**config.mk**
```make
export PLATFORM = sky130hd
export DESIGN_NAME = spi_flash_responder
export DESIGN_NICKNAME = d
export VERILOG_FILES = /design/src/rtl/spi_flash_responder.sv
export SDC_FILE = /design/constraint.sdc
export NUM_CORES = 1
export LEC_CHECK = 0
export ABC_AREA = 1
export CORE_MARGIN = 10
export CORE_UTILIZATION = 45
export DETAILED_ROUTE_END_ITERATION = 6
export GPL_TIMING_DRIVEN = 0
export SETUP_SLACK_MARGIN = 0.05
export SYNTH_ARGS = -nofsm -noshare
export SYNTH_HDL_FRONTEND = slang
export SYNTH_SLANG_ARGS = --single-unit
```
**constraint.sdc**
```tcl
create_clock -name clk -period 2.2 [get_ports clk]
set_input_delay 0.55 -clock clk [delete_from_list [all_inputs] [get_ports clk]]
set_output_delay 0.55 -clock clk [all_outputs]
set_load 0.1 [all_outputs]
```
**src/rtl/spi_flash_responder.sv**
```systemverilog
// SPI-mode-3 serial NOR flash responder: decodes READ (0x03) and JEDEC ID (0x9F),
// serving read data from a valid/ready byte port with a one-byte prefetch buffer.
module spi_flash_responder #(
  parameter int          SYNC     = 2,
  parameter logic [23:0] JEDEC_ID = 24'hEF4016
) (
  input  logic        clk,
  input  logic        reset,
  input  logic        spi_cs,
  input  logic        spi_sclk,
  input  logic        spi_mosi,
  output logic        spi_miso,
  output logic        mem_valid,
  output logic [23:0] mem_addr,
  input  logic        mem_ready,
  input  logic [7:0]  mem_rdata,
  output logic        busy,
  output logic        underrun,
  output logic [2:0]  state_dbg
);

  // Memory port: mem_valid rises with mem_addr and both hold until the cycle
  // mem_ready is sampled high; mem_valid drops the following cycle. At most one
  // request is outstanding.

  typedef enum logic [2:0] {
    ST_IDLE, ST_CMD, ST_ADDR, ST_DATA, ST_JEDEC, ST_IGNORE
  } state_t;

  logic [SYNC-1:0] cs_sr, sclk_sr, mosi_sr;
  logic            cs_s, sclk_s, mosi_s, sclk_d;
  logic            cs_low, sclk_rise, sclk_fall;

  generate
    if (SYNC == 1) begin : g_sync1
      always_ff @(posedge clk) begin
        if (reset) begin
          cs_sr   <= 1'b1;
          sclk_sr <= 1'b1;
          mosi_sr <= 1'b0;
        end else begin
          cs_sr   <= spi_cs;
          sclk_sr <= spi_sclk;
          mosi_sr <= spi_mosi;
        end
      end
    end else begin : g_syncn
      always_ff @(posedge clk) begin
        if (reset) begin
          cs_sr   <= {SYNC{1'b1}};
          sclk_sr <= {SYNC{1'b1}};
          mosi_sr <= '0;
        end else begin
          cs_sr   <= {cs_sr[SYNC-2:0], spi_cs};
          sclk_sr <= {sclk_sr[SYNC-2:0], spi_sclk};
          mosi_sr <= {mosi_sr[SYNC-2:0], spi_mosi};
        end
      end
    end
  endgenerate

  assign cs_s      = cs_sr[SYNC-1];
  assign sclk_s    = sclk_sr[SYNC-1];
  assign mosi_s    = mosi_sr[SYNC-1];
  assign cs_low    = ~cs_s;
  assign sclk_rise = cs_low & ~sclk_d & sclk_s;
  assign sclk_fall = cs_low & sclk_d & ~sclk_s;

  state_t      state_q, state_n;
  logic [4:0]  bit_cnt_q, bit_cnt_n;
  logic [22:0] in_shift_q, in_shift_n;
  logic [7:0]  out_shift_q, out_shift_n;
  logic        miso_q, miso_n;
  logic [23:0] addr_q, addr_n;
  logic        mem_valid_q, mem_valid_n;
  logic [23:0] mem_addr_q, mem_addr_n;
  logic [7:0]  buf_q, buf_n;
  logic        buf_full_q, buf_full_n;
  logic        stale_q, stale_n;
  logic        need_req_q, need_req_n;
  logic [1:0]  jedec_idx_q, jedec_idx_n;
  logic        underrun_q, underrun_n;

  logic [23:0] shift_word;
  logic [7:0]  load_byte;
  logic        mem_hit, got_byte;

  assign mem_hit  = mem_valid_q & mem_ready;
  assign got_byte = mem_hit & ~stale_q;

  always_ff @(posedge clk) begin
    if (reset) begin
      sclk_d      <= 1'b1;
      state_q     <= ST_IDLE;
      bit_cnt_q   <= '0;
      in_shift_q  <= '0;
      out_shift_q <= 8'hFF;
      miso_q      <= 1'b1;
      addr_q      <= '0;
      mem_valid_q <= 1'b0;
      mem_addr_q  <= '0;
      buf_q       <= '0;
      buf_full_q  <= 1'b0;
      stale_q     <= 1'b0;
      need_req_q  <= 1'b0;
      jedec_idx_q <= '0;
      underrun_q  <= 1'b0;
    end else begin
      sclk_d      <= sclk_s;
      state_q     <= state_n;
      bit_cnt_q   <= bit_cnt_n;
      in_shift_q  <= in_shift_n;
      out_shift_q <= out_shift_n;
      miso_q      <= miso_n;
      addr_q      <= addr_n;
      mem_valid_q <= mem_valid_n;
      mem_addr_q  <= mem_addr_n;
      buf_q       <= buf_n;
      buf_full_q  <= buf_full_n;
      stale_q     <= stale_n;
      need_req_q  <= need_req_n;
      jedec_idx_q <= jedec_idx_n;
      underrun_q  <= underrun_n;
    end
  end

  always_comb begin
    state_n     = state_q;
    bit_cnt_n   = bit_cnt_q;
    in_shift_n  = in_shift_q;
    out_shift_n = out_shift_q;
    miso_n      = miso_q;
    addr_n      = addr_q;
    mem_valid_n = mem_valid_q;
    mem_addr_n  = mem_addr_q;
    buf_n       = buf_q;
    buf_full_n  = buf_full_q;
    stale_n     = stale_q;
    need_req_n  = need_req_q;
    jedec_idx_n = jedec_idx_q;
    underrun_n  = 1'b0;
    shift_word  = {in_shift_q, mosi_s};
    load_byte   = 8'hFF;

    // A returning byte is kept unless its request was orphaned by an abort or underrun.
    if (mem_hit) begin
      mem_valid_n = 1'b0;
      stale_n     = 1'b0;
      if (!stale_q) begin
        buf_n      = mem_rdata;
        buf_full_n = 1'b1;
      end
    end

    case (state_q)
      ST_IDLE: begin
        miso_n    = 1'b1;
        bit_cnt_n = '0;
        if (cs_low) state_n = ST_CMD;
      end
      ST_CMD: begin
        if (sclk_rise) begin
          in_shift_n = shift_word[22:0];
          bit_cnt_n  = bit_cnt_q + 5'd1;
          if (bit_cnt_q == 5'd7) begin
            bit_cnt_n = '0;
            if (shift_word[7:0] == 8'h03) begin
              state_n = ST_ADDR;
            end else if (shift_word[7:0] == 8'h9F) begin
              state_n     = ST_JEDEC;
              jedec_idx_n = '0;
            end else begin
              state_n = ST_IGNORE;
            end
          end
        end
      end
      ST_ADDR: begin
        if (sclk_rise) begin
          in_shift_n = shift_word[22:0];
          bit_cnt_n  = bit_cnt_q + 5'd1;
          if (bit_cnt_q == 5'd23) begin
            state_n    = ST_DATA;
            bit_cnt_n  = '0;
            addr_n     = shift_word;
            buf_full_n = 1'b0;
            need_req_n = 1'b1;
          end
        end
      end
      ST_DATA: begin
        if (sclk_rise) bit_cnt_n = {2'b00, bit_cnt_q[2:0] + 3'd1};
        if (sclk_fall) begin
          if (bit_cnt_q[2:0] == 3'd0) begin
            if (got_byte) begin
              load_byte  = mem_rdata;
              buf_full_n = 1'b0;
            end else if (buf_full_q) begin
              load_byte  = buf_q;
              buf_full_n = 1'b0;
            end else begin
              // Byte not here in time: send 0xFF and skip it; any in-flight fetch is now stale.
              load_byte  = 8'hFF;
              underrun_n = 1'b1;
              if (mem_valid_q && !mem_hit) stale_n = 1'b1;
            end
            addr_n      = addr_q + 24'd1;
            need_req_n  = 1'b1;
            miso_n      = load_byte[7];
            out_shift_n = {load_byte[6:0], 1'b1};
          end else begin
            miso_n      = out_shift_q[7];
            out_shift_n = {out_shift_q[6:0], 1'b1};
          end
        end
      end
      ST_JEDEC: begin
        if (sclk_rise) bit_cnt_n = {2'b00, bit_cnt_q[2:0] + 3'd1};
        if (sclk_fall) begin
          if (bit_cnt_q[2:0] == 3'd0) begin
            case (jedec_idx_q)
              2'd0:    load_byte = JEDEC_ID[23:16];
              2'd1:    load_byte = JEDEC_ID[15:8];
              2'd2:    load_byte = JEDEC_ID[7:0];
              default: load_byte = 8'hFF;
            endcase
            if (jedec_idx_q != 2'd3) jedec_idx_n = jedec_idx_q + 2'd1;
            miso_n      = load_byte[7];
            out_shift_n = {load_byte[6:0], 1'b1};
          end else begin
            miso_n      = out_shift_q[7];
            out_shift_n = {out_shift_q[6:0], 1'b1};
          end
        end
      end
      ST_IGNORE: miso_n = 1'b1;
      default:   state_n = ST_IDLE;
    endcase

    // Deselect ends any transaction; an in-flight fetch completes but is discarded.
    if (!cs_low) begin
      state_n    = ST_IDLE;
      miso_n     = 1'b1;
      bit_cnt_n  = '0;
      buf_full_n = 1'b0;
      need_req_n = 1'b0;
      underrun_n = 1'b0;
      if (mem_valid_q && !mem_hit) stale_n = 1'b1;
    end

    if (need_req_n && !mem_valid_q) begin
      mem_valid_n = 1'b1;
      mem_addr_n  = addr_n;
      need_req_n  = 1'b0;
    end
  end

  assign spi_miso  = miso_q;
  assign mem_valid = mem_valid_q;
  assign mem_addr  = mem_addr_q;
  assign busy      = cs_low;
  assign underrun  = underrun_q;
  assign state_dbg = state_q;

endmodule
```
==> out/results.tsv, run 1 <==
metric	value	unit
synth_area_leaders	dfxtp_1, nand2_1, nor2_1	
path_delay_family	buffers and inverters	
start_util	45.67	%
crit_type	flip-flop to output pin	
synth_area_per_cell	6.719	um^2
period_needed	2.119	ns
ant_nets	0	
grt.total_usage	17.95	%
slowest_delay	0.86	ns
worstMarginPinSlew	0.9673	ns
start_kind	flip-flop	
dr.pass1.iters	5	
ios	45	
fp.dieH	130.2	um
drt_iter0_drc	373	
drv_slew	0	
min_period_over_period	96.33	%
postCtsHoldBufs	0	
finalSetupViolCount	0	
clock_path_buffers	2	
gp_congestion	0.9154	
area_growth	16.79	%
crit_chain	dlygate4sd2_1	
seq_area_frac_synth	39.95	%
core	0.01196	mm^2
setup_ws	0.08080	ns
grt.overflow.total	0	
syn_inst	813	
remaining_drc_errors	0	
rsz0062_at_grt	no	
arrival	1.57	ns
ir_drop	442.6	uV
wl_per_cell	14.57	um
cts_root_buf	clkbuf_16	
synth_cell_types	37	
grt_pass1_vias	4933	
report.final.hold_viol_count	0	
wl	14860	um
cp_data_required_time	1.65	ns
path_max_fanout	4	
cts_tree	done	
yosys_warnings	0	
numCtsBuffers	9	
io_buffers	43	
hold_path.class	flip-flop to flip-flop	
finalSetupTns	0	ns
place_worst_setup_slack	-0.1085	ns
power.total	3.820	mW
grt_max_degree	17	
cp.buffers_inverters	1	
max_freq	471.9	MHz
die_x	130.2	um
place_hpwl	11240	um
drive_gt1_share	8.591	%
maxCapViolations	0	
vias_per_cell	5.140	
cts_max_level	3	
antenna_cells	0	
clock_latency	0.36	ns
fin_nets	891	
grt_pass1_wl	23940	um
antenna_found_initial	0	
synth_top_cell_by_area	dfxtp_1	
outcome	finished clean	
maxSlewHeadroom	35.77	%
fillerInstances	1154	
power_leakage	2.808	nW
postLayoutCoreUtil	53.34	%
vias	5243	
slowest_stage	dlygate4sd2_1	
critPathCaptureType	output pin	
yosysTopAreaCellShare	39.95	%
die_area	0.01695	mm^2
finClkSkew	0.008012	ns
row_count	40	
synth.ff_latch_count	109	
cts_sinks	109	
clkTransAtPathRegs	0.07	ns
synth_nets	834	
pwr_density_cell	598.8	mW/mm^2
syn_area	0.005463	mm^2
per-stage QoR:
| stage | cell area, um^2 | cells | hold WS, ns |
|---|---|---|---|
| 6_report | 6380 | 1020 | 0.4184 |
| 2_1_floorplan | 5468 | 813 | 0.3883 |
| 3_5_place_dp | 6082 | 1003 | 0.3954 |
| 5_1_grt | 6380 | 1020 | 0.4315 |
| 3_3_place_gp | 6082 | 1003 | 0.3957 |
| 4_1_cts | 6360 | 1018 | 0.4132 |
cells in the mapped netlist:
cell       number
nand2_1       181
nor2_1        111
dfxtp_1       109
inv_1         106
o21ai_0        66
nand3_1        65
a21oi_1        60
nand4_1        14
clkbuf_1       12
inv_2           9
o21ai_1         8
or2_2           8
buf_2           7
ha_1            7
mux2i_1         5
nor2_4          5
buf_4           4
nor3_1          4
buf_6           3
nand2_2         3
o211ai_1        3
xor2_1          3
a211oi_1        2
and2_1          2
buf_1           2
nand3_2         2
nand3_4         2
a31oi_1         1
inv_4           1
nand2_4         1
nand3b_1        1
nand3b_4        1
nor2_2          1
nor2_8          1
nor3_2          1
o2111ai_1       1
o21a_1          1
path summary, 6_finish.rpt:
| check | from | end | slack, ns | cells after the start |
|---|---|---|---|---|
| max | state_dbg[0] | state_dbg[0] | 0.08 | 1 |
| min | mosi_sr[0] | mosi_sr[1] | 0.42 | 2 |
| max reg2reg | bit_cnt_q[1] | mem_addr[15] | 0.22 | 13 |
| min reg2reg | mosi_sr[0] | mosi_sr[1] | 0.42 | 2 |
cells in the final DEF, fill, tap and decap left out, types with 3 or more instances in the layout:
cell             count
dfxtp_2              4
o21ai_1              8
clkbuf_16            9
dfxtp_1            105
buf_6                3
a21oi_1             60
dlygate4sd2_1       20
nand2_1            181
inv_2                9
buf_4                7
o21ai_0             66
nand4_1             14
ha_1                 7
inv_1              106
nand3_1             65
or2_2                8
mux2i_1              5
nand2_2              3
xor2_1               3
clkdlybuf4s15_1      7
clkbuf_1            12
o211ai_1             3
buf_2                6
clkdlybuf4s50_1     12
nor2_4               5
nor3_1               4
nor2_1             110
metal layers:
layer / GRT usage [%] / vias up / wire, um
met2: 31.38 / 129 / 7291
met4: 7.672 / 0 / 470
met1: 20.18 / 2374 / 6308
li1: - / 2709 / -
met3: 4.665 / 31 / 788
met5: 0 / - / 0
cell families after synthesis:
family | after synthesis | synth area share, %
simple gates | 403 | 32.89
buf+inv | 144 | 10.79
compound gates | 142 | 13.38
flops | 109 | 39.94
fa+ha+maj | 7 | 1.603
mux | 5 | 0.9162
xor+xnor | 3 | 0.4811
power by group:
group / switching [mW] / internal, mW
sequential: 0.00495 / 1.98
clock: 0.739 / 0.982
combinational: 0.0757 / 0.0396
total: 0.820 / 3.00
layout make-up:
class	count	area (um^2)	share of cell area, %
timing repair buffer	46	420.4	6.590
buffer	28	153.9	2.412
clock inverter	5	77.57	1.216
sequential	109	2187	34.28
tap	147	183.9	2.883
inverter	116	437.9	6.864
clock buffer	9	225.2	3.530
multi-input combinational	560	2694	42.22
registers in the layout, indices dropped and copies added (netlist names), 2 cells and up:
register / flops
out_shift_q: 7
mem_addr: 24
sclk_sr: 2
mosi_sr: 2
bit_cnt_q: 5
addr_q: 24
cs_sr: 2
jedec_idx_q: 2
buf_q: 8
state_dbg: 3
in_shift_q: 23
timing repair:
action,4_1_cts,5_1_grt
setup buffers,1,2
pin swaps,1,1
gates resized for setup,36,12
endpoints found under the setup margin,33,15
Note: power is estimated with default switching activity, not from simulation.
==> inputs of run 2 (changes only) <==
--- a/config.mk
+++ b/config.mk
@@ -10,6 +10,7 @@
 export CORE_UTILIZATION = 45
 export DETAILED_ROUTE_END_ITERATION = 6
 export GPL_TIMING_DRIVEN = 0
+export MAX_ROUTING_LAYER = met4
 export SETUP_SLACK_MARGIN = 0.05
 export SYNTH_ARGS = -nofsm -noshare
 export SYNTH_HDL_FRONTEND = slang
==> run 2 against run 1 <==
Combinational power about the same. Cell count is 0.20% higher. Sequential power about the same. Critical path type unchanged. Clock skew up 0.0012 ns. Die area did not move. Register-to-register slack is essentially flat. Total power is 1.2% lower. Flip-flop and latch count stayed put. Global-route usage rose by 0.83 points. Count of clock-buffer cells in the layout is 1 higher.
==> out/results.tsv, run 2 (same netlist as run 1, synthesis figures left out) <==
metric	value	unit
outcome	finished clean	
cts_max_level	3	
worst_hold_slack	0.4229	ns
worstMarginPinSlew	0.9642	ns
grt_max_degree	18	
core	0.01196	mm^2
vias	5217	
finClkSkew	0.009242	ns
grt_pass1_vias	4928	
drt_iter0_drc	381	
ant_nets	0	
grt_pass1_wl	24250	um
dr_wl_met2	7530	um
crit_path_start	mem_addr[2]	
power.share.sequential	52.6	%
cts_tree	done	
critPathCaptureType	output pin	
maxCapViolations	0	
clock_path_buffers	2	
drt-met1-wl	6541	um
register_area	0.002187	mm^2
remaining_drc_errors	0	
postCtsHoldBufs	0	
min-delay-start	mosi_sr[0]	
cp.buffers_inverters	1	
fp.dieH	130.2	um
grt.overflow.total	0	
hold_path.class	flip-flop to flip-flop	
slowest_delay	0.87	ns
min_period_over_period	96.10	%
path_max_fanout	2	
fillerInstances	1200	
place_worst_setup_slack	-0.1121	ns
drive_gt1_share	8.914	%
highest_layer	met4	
final_cell_mix	nand2_1, nor2_1, inv_1	
cts_root_buf	clkbuf_16	
wl	15150	um
finalSetupViolCount	0	
crit_chain	dlygate4sd2_1	
area_growth	16.74	%
gp_congestion	0.9292	
p_int	2.931	mW
switching_share	22.32	%
row_count	40	
setup_ws	0.08582	ns
pwr_density_cell	591.7	mW/mm^2
wl_per_cell	14.82	um
arrival	1.56	ns
max_freq	473.0	MHz
ir_drop	328.8	uV
cp_data_required_time	1.65	ns
p_sw	0.8421	mW
antenna_cells	0	
multi_input_area	0.002695	mm^2
dr.pass1.iters	6	
report.final.hold_viol_count	0	
antenna_found_initial	0	
die_area	0.01695	mm^2
die_x	130.2	um
crit_type	flip-flop to output pin	
cts_sinks	109	
clock_latency	0.36	ns
slowest_stage	dlygate4sd2_1	
ios	45	
start_util	45.67	%
numCtsBuffers	9	
period_needed	2.114	ns
r2r-start	bit_cnt_q[0]	
drv_slew	0	
power_leakage	2.807	nW
met3_length	661	um
maxSlewHeadroom	35.97	%
grt.total_usage	18.78	%
final_common_cell	nand2_1	
vias_per_cell	5.105	
pwr-share-clk	44.3	%
start_kind	flip-flop	
place_hpwl	11400	um
p_comb_share	3.1	%
rsz0062_at_grt	no	
path_delay_family	buffers and inverters	
clkTransAtPathRegs	0.07	ns
fin_nets	891	
io_buffers	43	
==> run 2: worst paths after layout <==
| path | to | slack, ns | depth (start not counted) |
|---|---|---|---|
| setup / recovery | mem_addr[2] | 0.09 | 1 |
| hold / removal | mosi_sr[1] | 0.42 | 2 |
| setup reg to reg | mem_addr[17] | 0.22 | 12 |
| hold reg to reg | mosi_sr[1] | 0.42 | 2 |
==> run 2: area by class of cell <==
cell class,instances,area share (%)
multi-input cells,560,42.26
flip-flops and latches,109,34.29
inverters,116,6.867
repair buffers,46,6.533
clock buffers,10,3.747
well taps,147,2.884
plain buffers,28,2.452
clock inverters,6,0.9613
==> run 2: power groups by stage <==
stage | logic, mW | registers (mW) | clock network [mW]
floorplan | 0.0635 | 2.03 | 0
CTS | 0.117 | 1.98 | 1.70
finish | 0.117 | 1.98 | 1.67
global placement | 0.115 | 2.03 | 0
global route | 0.128 | 1.98 | 1.79
detailed placement | 0.117 | 2.03 | 0
==> run 2: what timing repair did <==
action / CTS / global route
resized for setup: 37 / 15
pin swaps: 1 / 1
setup buffers: 1 / 2
setup endpoints to repair: 34 / 23
==> run 2: routing by layer <==
layer | vias up | GRT usage (%)
met3 | 28 | 3.448
met1 | 2371 | 20.91
li1 | 2693 | -
met4 | 0 | 8.399
met5 | - | -
met2 | 125 | 32.16
==> run 2: stage by stage <==
| step | cell area (um^2) | instances | setup TNS (ns) | power [mW] | util, % |
|---|---|---|---|---|---|
| finish | 6377 | 1022 | 0 | 3.773 | 53.32 |
| global placement | 6082 | 1003 | -0.1097 | 2.145 | 50.85 |
| detailed placement | 6082 | 1003 | -0.1121 | 2.147 | 50.85 |
| CTS | 6359 | 1020 | 0 | 3.801 | 53.16 |
| floorplan | 5468 | 813 | 0 | 2.097 | - |
| global route | 6377 | 1022 | 0 | 3.900 | 53.32 |
